--- config.mk ---
export PLATFORM = sky130hd
export DESIGN_NAME = stopwatch_sequencer_flat
export DESIGN_NICKNAME = d
export VERILOG_FILES = /design/src/rtl/stopwatch_sequencer_if.sv /design/src/rtl/stopwatch_sequencer.sv /design/src/flat_wrapper.sv
export SDC_FILE = /design/constraint.sdc
export NUM_CORES = 1
export LEC_CHECK = 0
export CORE_MARGIN = 1
export CORE_UTILIZATION = 45
export CTS_BUF_LIST = sky130_fd_sc_hd__clkbuf_4
export DETAILED_ROUTE_END_ITERATION = 10
export PLACE_DENSITY = 0.82
export SYNTH_ARGS = -nofsm -noshare
export SYNTH_HDL_FRONTEND = slang
export SYNTH_SLANG_ARGS = --single-unit
--- constraint.sdc ---
create_clock -name clk -period 3.77 [get_ports clk]
set_input_delay 0.5655 -clock clk [delete_from_list [all_inputs] [get_ports clk]]
set_output_delay 0.5655 -clock clk [all_outputs]
set_load 0.03 [all_outputs]
--- src/rtl/stopwatch_sequencer_if.sv ---
// stopwatch_sequencer_if: tick/switch inputs and count/status outputs of the stopwatch sequencer
interface stopwatch_sequencer_if #(parameter int CNT_W = 6);
   logic             tick_1hz;
   logic             tick_2hz;
   logic             ADJ;
   logic             SEL;
   logic             pause_p;
   logic             clear_p;
   logic [CNT_W-1:0] minutes;
   logic [CNT_W-1:0] seconds;
   logic             running;
   logic             adjusting;
   logic             rollover;
   logic             blink_min;
   logic             blink_sec;
   modport master (
      output tick_1hz, tick_2hz, ADJ, SEL, pause_p, clear_p,
      input  minutes, seconds, running, adjusting, rollover, blink_min, blink_sec
   );
   modport slave (
      input  tick_1hz, tick_2hz, ADJ, SEL, pause_p, clear_p,
      output minutes, seconds, running, adjusting, rollover, blink_min, blink_sec
   );
endinterface

--- src/rtl/stopwatch_sequencer.sv ---
// stopwatch_sequencer: run/pause/adjust sequencing and mm:ss counting on tick enables.
// Define STOPWATCH_BLINK_EN to flash the field being adjusted at 1 Hz.
module stopwatch_sequencer #(
   parameter int SEC_MAX = 59,
   parameter int MIN_MAX = 59,
   parameter int CNT_W   = 6
) (
   input logic clk,
   input logic rst,
   stopwatch_sequencer_if.slave sw
);
   typedef enum logic [1:0] {PAUSED, RUN, ADJ_MIN, ADJ_SEC} state_t;
   state_t           state, state_n;
   logic             resume, resume_n;
   logic [CNT_W-1:0] min_q, sec_q, min_n, sec_n;
   logic             run_q, adj_q, roll_q, roll_n;
   logic             adj_now, adj_nxt, sec_top, min_top, run_cnt;
   always_comb begin
      adj_now  = state == ADJ_MIN || state == ADJ_SEC;
      state_n  = state;
      resume_n = resume;
      if (sw.ADJ) begin
         state_n  = sw.SEL ? ADJ_SEC : ADJ_MIN;
         resume_n = adj_now ? resume : state == RUN;
      end else if (adj_now)
         state_n = resume ? RUN : PAUSED;
      else if (sw.pause_p)
         state_n = state == RUN ? PAUSED : RUN;
      adj_nxt = state_n == ADJ_MIN || state_n == ADJ_SEC;
      sec_top = sec_q == CNT_W'(SEC_MAX);
      min_top = min_q == CNT_W'(MIN_MAX);
      // a tick in the cycle ADJ rises is swallowed: adjust wins over counting
      run_cnt = state == RUN && !sw.ADJ && sw.tick_1hz;
      sec_n   = sec_q;
      min_n   = min_q;
      roll_n  = 1'b0;
      if (run_cnt) begin
         sec_n  = sec_top ? '0 : sec_q + 1'b1;
         min_n  = !sec_top ? min_q : min_top ? '0 : min_q + 1'b1;
         roll_n = sec_top && min_top;
      end
      if (state == ADJ_MIN && sw.tick_2hz)
         min_n = min_top ? '0 : min_q + 1'b1;
      if (state == ADJ_SEC && sw.tick_2hz)
         sec_n = sec_top ? '0 : sec_q + 1'b1;
      if (sw.clear_p) begin
         sec_n  = '0;
         min_n  = '0;
         roll_n = 1'b0;
      end
   end
   always_ff @(posedge clk) begin
      if (rst) begin
         state  <= PAUSED;
         resume <= 1'b0;
         min_q  <= '0;
         sec_q  <= '0;
         run_q  <= 1'b0;
         adj_q  <= 1'b0;
         roll_q <= 1'b0;
      end else begin
         state  <= state_n;
         resume <= resume_n;
         min_q  <= min_n;
         sec_q  <= sec_n;
         run_q  <= state_n == RUN;
         adj_q  <= adj_nxt;
         roll_q <= roll_n;
      end
   end
`ifdef STOPWATCH_BLINK_EN
   logic phase, phase_n, bmin_q, bsec_q;
   // phase restarts at 0 on every entry into adjust
   always_comb phase_n = adj_nxt && adj_now && (phase ^ sw.tick_2hz);
   always_ff @(posedge clk) begin
      if (rst) begin
         phase  <= 1'b0;
         bmin_q <= 1'b0;
         bsec_q <= 1'b0;
      end else begin
         phase  <= phase_n;
         bmin_q <= phase_n && state_n == ADJ_MIN;
         bsec_q <= phase_n && state_n == ADJ_SEC;
      end
   end
   assign sw.blink_min = bmin_q;
   assign sw.blink_sec = bsec_q;
`else
   assign sw.blink_min = 1'b0;
   assign sw.blink_sec = 1'b0;
`endif
   assign sw.minutes   = min_q;
   assign sw.seconds   = sec_q;
   assign sw.running   = run_q;
   assign sw.adjusting = adj_q;
   assign sw.rollover  = roll_q;
endmodule

--- src/flat_wrapper.sv ---
// flat-port wrapper written by rule: the top's interface ports become plain ports
module stopwatch_sequencer_flat 
#(
   parameter int SEC_MAX = 59,
   parameter int MIN_MAX = 59,
   parameter int CNT_W   = 6
)
  (clk, rst, sw_tick_1hz, sw_tick_2hz, sw_ADJ, sw_SEL, sw_pause_p, sw_clear_p, sw_minutes, sw_seconds, sw_running, sw_adjusting, sw_rollover, sw_blink_min, sw_blink_sec);
  stopwatch_sequencer_if #(.CNT_W(CNT_W)) sw_i ();
  input logic clk;
  input logic rst;
  input wire logic [$bits(sw_i.tick_1hz)-1:0] sw_tick_1hz;
  input wire logic [$bits(sw_i.tick_2hz)-1:0] sw_tick_2hz;
  input wire logic [$bits(sw_i.ADJ)-1:0] sw_ADJ;
  input wire logic [$bits(sw_i.SEL)-1:0] sw_SEL;
  input wire logic [$bits(sw_i.pause_p)-1:0] sw_pause_p;
  input wire logic [$bits(sw_i.clear_p)-1:0] sw_clear_p;
  output wire logic [$bits(sw_i.minutes)-1:0] sw_minutes;
  output wire logic [$bits(sw_i.seconds)-1:0] sw_seconds;
  output wire logic [$bits(sw_i.running)-1:0] sw_running;
  output wire logic [$bits(sw_i.adjusting)-1:0] sw_adjusting;
  output wire logic [$bits(sw_i.rollover)-1:0] sw_rollover;
  output wire logic [$bits(sw_i.blink_min)-1:0] sw_blink_min;
  output wire logic [$bits(sw_i.blink_sec)-1:0] sw_blink_sec;
  assign sw_i.tick_1hz = sw_tick_1hz;
  assign sw_i.tick_2hz = sw_tick_2hz;
  assign sw_i.ADJ = sw_ADJ;
  assign sw_i.SEL = sw_SEL;
  assign sw_i.pause_p = sw_pause_p;
  assign sw_i.clear_p = sw_clear_p;
  assign sw_minutes = sw_i.minutes;
  assign sw_seconds = sw_i.seconds;
  assign sw_running = sw_i.running;
  assign sw_adjusting = sw_i.adjusting;
  assign sw_rollover = sw_i.rollover;
  assign sw_blink_min = sw_i.blink_min;
  assign sw_blink_sec = sw_i.blink_sec;
  stopwatch_sequencer #(.SEC_MAX(SEC_MAX), .MIN_MAX(MIN_MAX), .CNT_W(CNT_W)) u_core (.clk(clk), .rst(rst), .sw(sw_i));
endmodule
==> summary.md, run 1 <==
| Metric | Value |
|---|---|
| CTS Buf Count | `3` |
| Total track usage | `approximately 17%` |
| Starting density of the core | `48.8%` |
| GR Overflow Total | `0` |
| YS warnings | `0` |
| Flop pwr share | `60.4%` |
| Gate Count Post-Synth | `89` |
| Via total after detailed routing | `714` |
| Tcrit/Tclk final | `59.2%` |
| WP data required | `3.96 ns` |
| Setup violators final | `0` |
| FMAX | `between 400 and 500 MHz` |
| Worst slew margin | `just over 60%` |
| PortBufs | `22` |
| Routed WL per cell | `11.6 µm` |
| Layout cells sized above 1 | `roughly 8%` |
| Vias in the first global route | `~620` |
| Commonest non-fill, non-tap cell in the layout | `clkdlybuf4s50_1` |
| Switch share | `roughly a quarter` |
| DRT antenna net count | `0` |
| H-tree Lvls | `1` |
| Initial antenna violation count | `0` |
| Avg Inst Size Synth | `approximately 9.6 µm²` |
| Nets | `~120` |
| Vias/cell | `5.21` |
| Global-route wire length before repair | `around 2500 µm` |
| Worst-path maximum fanout | `11` |
| Combinational fraction of design power | `about a tenth` |
| Worst-Skew Late Latency | `0.29 ns` |
| Post-synth EDFFs | `0` |
| Pleak | `about 0.41 nW` |
| IO Count | `25` |
| Design Power | `0.327 mW` |
| Detailed Routing Iterations Pass 1 | `4` |
| Yosys cell types | `33` |
| Fraction of registers with async set/reset | `0%` |
| Type of element capturing the critical path | `register` |
| Post-synthesis sequential area ratio | `between 40 and 50%` |
| CTS tree | `yes` |
| Top cells by area, synth | `dfxtp_1 (42%), xor2_1 (6.2%), mux2i_1 (4.7%)` |
| Buffer count from post-CTS setup fixing | `0` |
| Clock sink count | `18` |
| Clk pwr share | `29.4%` |
| PD cells | `around 300 mW/mm²` |
| Cell Rows | `15` |
| Cell count of the worst reg-to-reg path | `4` |
| Max clock buf depth | `2` |
| Critical Path AT | `2.43 ns` |
| Synth area leader | `dfxtp_1` |
| Die W | `45.5 µm` |
| Most frequent cells in the layout | `clkdlybuf4s50_1 (22), dfxtp_1 (18), nor2_1 (8)` |
| Flops & latches, synth | `18` |
| Final Max Tran Viols | `0` |
| Share of the synthesized area in the top cell type | `42.3%` |
| Post-CTS sizing | `0` |
| Net switching power | `0.0784 mW` |
| Worst-case clock skew | `0.00182 ns` |
| Die Y | `45.5 µm` |
| Global placement routability congestion | `0.779` |
| Full die area | `0.00207 mm²` |
| Core box area | `0.00175 mm²` |
| Period minus WS final | `2.23 ns` |
| Routed wire length | `1590 µm` |
| Clock Pin Slew Worst Setup and Hold Paths | `0.10 ns` |
| Synth Flop Type | `dfxtp_1` |
| CP startpoint kind | `input port` |
| Syn-to-layout area delta | `29.1%` |
| Setup TNS | `0 ns` |
| Clk root buf | `clkbuf_4` |
| Hold Slack | `0.521 ns` |
| RSZ-0062 raised after global routing | `false` |
| 1st-iter DRT viols | `14` |
| Dpl hpwl | `1220 µm` |
| Worst slew pin tran | `about 0.56 ns` |
| Final hold viol count | `0` |
| Mapped cell area | `roughly 850 µm²` |
| Outcome | `finished, final reports clean` |
| Remaining DRCs | `0` |
| Max Cap Violations | `0` |
| Hold_buf cts | `0` |
| Hold path cells | `2` |
| Internal | `approximately 0.25 mW` |
| Ant. Diodes | `0` |
| Largest net degree at the start of global routing | `12` |
| Worst Hold Class | `register to register` |
| Peak supply drop | `0.000220 V` |
| Kind of critical path | `input port to register` |
[flip-flops by register name, summed over array words and instances, names as in the netlist]
signal	flops
u_core.sw.adjusting	1
u_core.sw.minutes	6
u_core.state	2
u_core.sw.rollover	1
u_core.sw.running	1
u_core.resume	1
u_core.sw.seconds	6
[path summary, 6_finish.rpt]
kind,from,endpoint,slack (ns)
max,sw_ADJ,u_core.sw.minutes[5]$_SDFFE_PP0P_,1.54
min,u_core.resume$_SDFFE_PP0P_,u_core.resume$_SDFFE_PP0P_,0.52
max reg2reg,u_core.state[0]$_SDFF_PP0_,u_core.sw.minutes[5]$_SDFFE_PP0P_,1.86
min reg2reg,u_core.resume$_SDFFE_PP0P_,u_core.resume$_SDFFE_PP0P_,0.52
[cell families (layout without fill, tap and decap cells)]
kind of cell / count (synthesis) / count (layout) / synth area share, %
muxes: 4 / 4 / 4.70
and+or+nand+nor: 35 / 35 / 23.8
AOI/OAI and AO/OA: 18 / 18 / 15.3
adders and majority gates: 2 / 2 / 2.94
xor gates and xnor gates: 6 / 6 / 6.17
buffers and inverters: 5 / 27 / 4.40
other: 1 / 2 / 0.440
DFF: 18 / 18 / 42.3
[cells in the mapped netlist (all sizes together), types with 2 or more instances]
master	instances
o21ba	2
nor2b	2
a21oi	3
xor2	6
and3	2
and3b	2
dfxtp	18
nand3	3
ha	2
nor2	8
nand4	2
o211ai	3
o21a	2
nor3	4
or3	3
buf	4
mux2i	4
o21ai	6
nand2	2
[cell type report]
cell class	count	area (µm²)
Clock buffer	3	22.5
Clock inverter	1	3.75
Fill cell	147	646
Inverter	1	3.75
Multi-Input combinational cell	67	458
Sequential cell	18	360
Tap cell	25	31.3
Timing Repair Buffer	22	220
[worst max-delay path, cell delays in order]
cell,delay [ns]
clkdlybuf4s50_1,0.48
and4bb_1,0.32
a41oi_2,0.29
o21ai_0,0.53
o21ba_2,0.23
[metrics by stage]
stage | std cells | instance area [µm²] | worst slack (ns) | util, %
floorplan | 90 | 856 | 1.95 | -
global placement | 133 | 1070 | 1.37 | 61.5
detailed placement | 133 | 1070 | 1.23 | 61.5
CTS | 137 | 1100 | 1.56 | 63.0
global route | 137 | 1100 | 1.44 | 63.0
finish | 137 | 1100 | 1.54 | 63.0
[metal layers]
| metal | vias to the layer above | global-route usage [%] | wire, µm |
|---|---|---|---|
| met1 | 327 | 20.6 | 748 |
| met3 | 2 | 2.78 | 80 |
| met2 | 24 | 26.9 | 742 |
| met4 | 0 | 9.09 | 14 |
| li1 | 361 | - | - |
| met5 | - | 0 | 0 |
[power by group through the flow]
| stage | sequential, mW | combinational [mW] | clock [mW] |
|---|---|---|---|
| 2_1_floorplan | 0.203 | 0.0205 | 0 |
| 3_3_place_gp | 0.201 | 0.0325 | 0 |
| 3_5_place_dp | 0.202 | 0.0332 | 0 |
| 4_1_cts | 0.197 | 0.0333 | 0.100 |
| 5_1_grt | 0.198 | 0.0357 | 0.106 |
| 6_report | 0.197 | 0.0333 | 0.0961 |
Power figures use the tool's default switching activity.
==> inputs of run 2 (changes only) <==
Clock period 3.77 ns to 2.1 ns, I/O delays scaled along.
==> run 2 against run 1 <==
Flip-flop and latch count is the same. Design area up 2.4%. Die area unchanged. Global-route usage grew 1.4 points. Clock skew up 0.0020 ns. Largest power group unchanged.
==> summary.md, run 2 (synthesis results as in run 1) <==
| Metric | Value |
|---|---|
| Detailed Routing Iterations Pass 1 | `4 (unchanged)` |
| Buffer count from post-CTS setup fixing | `0 (unchanged)` |
| Reg2reg start | `u_core.state[0]$_SDFF_PP0_ (unchanged)` |
| Critical path, cell by cell | `clkdlybuf4s50_1 (was clkdlybuf4s50_1 -> and4bb_1 -> a41oi_2 -> o21ai_0 -> o21ba_2)` |
| Worst Hold Class | `register to register (unchanged)` |
| Period minus WS final | `1.81 ns` |
| Pleak | `0.427 nW (was 0.410 nW)` |
| Kind of critical path | `register to output port (was input port to register)` |
| H-tree Lvls | `1 (unchanged)` |
| R2r setup slk | `0.44 ns (was 1.86 ns)` |
| FMAX | `553 MHz` |
| Worst R2R End | `u_core.sw.minutes[4]$_SDFFE_PP0P_ (was u_core.sw.minutes[5]$_SDFFE_PP0P_)` |
| Remaining DRCs | `0 (unchanged)` |
| Critical path's slowest cell | `clkdlybuf4s50_1 (was o21ai_0)` |
| Clk root buf | `clkbuf_4 (unchanged)` |
| RSZ-0062 raised after global routing | `false (unchanged)` |
| CTS tree | `yes (unchanged)` |
| Post-CTS sizing | `0 (unchanged)` |
| WP data required | `1.78 ns (was 3.96 ns)` |
| Nets | `127 (was 123)` |
| Cell count of the worst reg-to-reg path | `4 (unchanged)` |
| PD cells | `520 mW/mm² (was 297 mW/mm²)` |
| Vias in the first global route | `675 (was 623)` |
| Worst-Skew Late Latency | `0.29 ns (about the same)` |
| Non-Filler Instances | `140 (was 137)` |
| Max Cap Violations | `0 (unchanged)` |
| CTS Buf Count | `3 (unchanged)` |
| DRT antenna net count | `0 (unchanged)` |
| Hold_buf cts | `0 (unchanged)` |
| Critical Path AT | `1.49 ns (was 2.43 ns)` |
| Global-route wire length before repair | `2700 µm (was 2500 µm)` |
| Clock Pin Slew Worst Setup and Hold Paths | `0.09 ns (was 0.10 ns)` |
| CP startpoint kind | `register (was input port)` |
| Starting density of the core | `48.8% (unchanged)` |
| Final Max Tran Viols | `0 (unchanged)` |
| Cell Rows | `15 (unchanged)` |
| Peak supply drop | `0.000332 V (was 0.000220 V)` |
| Slowest Stage Delay on Critical Path | `0.72 ns (was 0.53 ns)` |
| Hold Slack | `0.531 ns (was 0.521 ns)` |
| Max clock buf depth | `2 (unchanged)` |
| Dpl hpwl | `1250 µm (was 1220 µm)` |
| CP startpoint | `u_core.sw.seconds[3]$_SDFFE_PP0P_ (was sw_ADJ)` |
| Ant. Diodes | `0 (unchanged)` |
| Vias/cell | `5.39 (was 5.21)` |
| Full die area | `0.00207 mm² (unchanged)` |
| Core box area | `0.00175 mm² (unchanged)` |
| Worst-case clock skew | `0.00377 ns (was 0.00182 ns)` |
| Design Power | `0.586 mW (was 0.327 mW)` |
| Via total after detailed routing | `755 (was 714)` |
| Routed WL per cell | `11.9 µm (was 11.6 µm)` |
| Global placement routability congestion | `0.825 (was 0.779)` |
| Setup TNS | `0 ns (unchanged)` |
| Fill count | `153 (was 147)` |
| Routed wire length | `1670 µm (was 1590 µm)` |
| Outcome | `finished, final reports clean (unchanged)` |
| Commonest non-fill, non-tap cell in the layout | `clkdlybuf4s50_1 (unchanged)` |
| Setup violators final | `0 (unchanged)` |
| 1st-iter DRT viols | `17 (was 14)` |
| Buf/Inv on CP | `1 (unchanged)` |
| Crit path max-delay family | `buffers and inverters (was compound AO/OA/AOI/OAI gates)` |
| Worst-path maximum fanout | `7 (was 11)` |
| Final hold viol count | `0 (unchanged)` |
| Tcrit/Tclk final | `86.0%` |
| Clock sink count | `18 (unchanged)` |
| DP Cell Count | `137 (was 133)` |
| Die W | `45.5 µm (unchanged)` |
| IO Count | `25 (unchanged)` |
| Layout cells sized above 1 | `11.3% (was 8.04%)` |
| End point of the critical path | `sw_seconds[3] (was u_core.sw.minutes[5]$_SDFFE_PP0P_)` |
| Worst path depth | `1 (was 5)` |
| Syn-to-layout area delta | `32.2% (was 29.1%)` |
| Total track usage | `18.0% (was 16.6%)` |
| Most frequent cells in the layout | `clkdlybuf4s50_1 (22), dfxtp_1 (18), nor2_1 (8) (unchanged)` |
| Die Y | `45.5 µm (unchanged)` |
| Largest net degree at the start of global routing | `10 (was 12)` |
| PortBufs | `22 (unchanged)` |
| Initial antenna violation count | `0 (unchanged)` |
| GR Overflow Total | `0 (unchanged)` |
| Type of element capturing the critical path | `output port (was register)` |
## run 2: cell count changes in the layout (fill, tap and decap cells not counted)
| cell | delta |
|---|---|
| clkinv_1 | -1 |
| buf_4 | +4 |
## run 2: metrics by stage
step           setup slack (ns)  instance area, µm²  util, %
2_1_floorplan             0.282                 856        -
6_report                  0.293                1130     64.5
3_5_place_dp             0.0807                1100     63.2
3_3_place_gp              0.146                1100     63.2
4_1_cts                   0.283                1130     64.5
5_1_grt                   0.238                1130     64.5
## run 2: layout make-up
type	count	area [µm²]	share of cell area, %
clock buffer	3	22.5	2.00
timing repair buffer	26	250	22.2
sequential	18	360	32.0
tap	25	31.3	2.78
inverter	1	3.75	0.333
multi-input combinational	67	458	40.7
## run 2: worst min path at each step
stage / slack (ns) / start / end / cells past startpoint
floorplan: 0.39 / rst / u_core.sw.adjusting$_SDFF_PP0_ / 1
global placement: 0.48 / u_core.resume$_SDFFE_PP0P_ / u_core.resume$_SDFFE_PP0P_ / 2
detailed placement: 0.52 / u_core.sw.minutes[4]$_SDFFE_PP0P_ / u_core.sw.minutes[4]$_SDFFE_PP0P_ / 2
CTS: 0.53 / u_core.sw.minutes[4]$_SDFFE_PP0P_ / u_core.sw.minutes[4]$_SDFFE_PP0P_ / 2
global route: 0.55 / u_core.sw.minutes[4]$_SDFFE_PP0P_ / u_core.sw.minutes[4]$_SDFFE_PP0P_ / 2
finish: 0.53 / u_core.resume$_SDFFE_PP0P_ / u_core.resume$_SDFFE_PP0P_ / 2
## run 2: power by group
part           internal [mW]  switching (mW)  total (mW)
sequential             0.348         0.00684       0.354
clock                 0.0668          0.0997       0.166
combinational         0.0332          0.0315      0.0647
## run 2: layer usage
metal  track usage (%)  vias up  wire [µm]
met1              22.2      351        765
met3              3.17        4         93
met2              27.7       31        790
li1                  -      369          -
met5                 0        -          0
met4              13.3        0         18
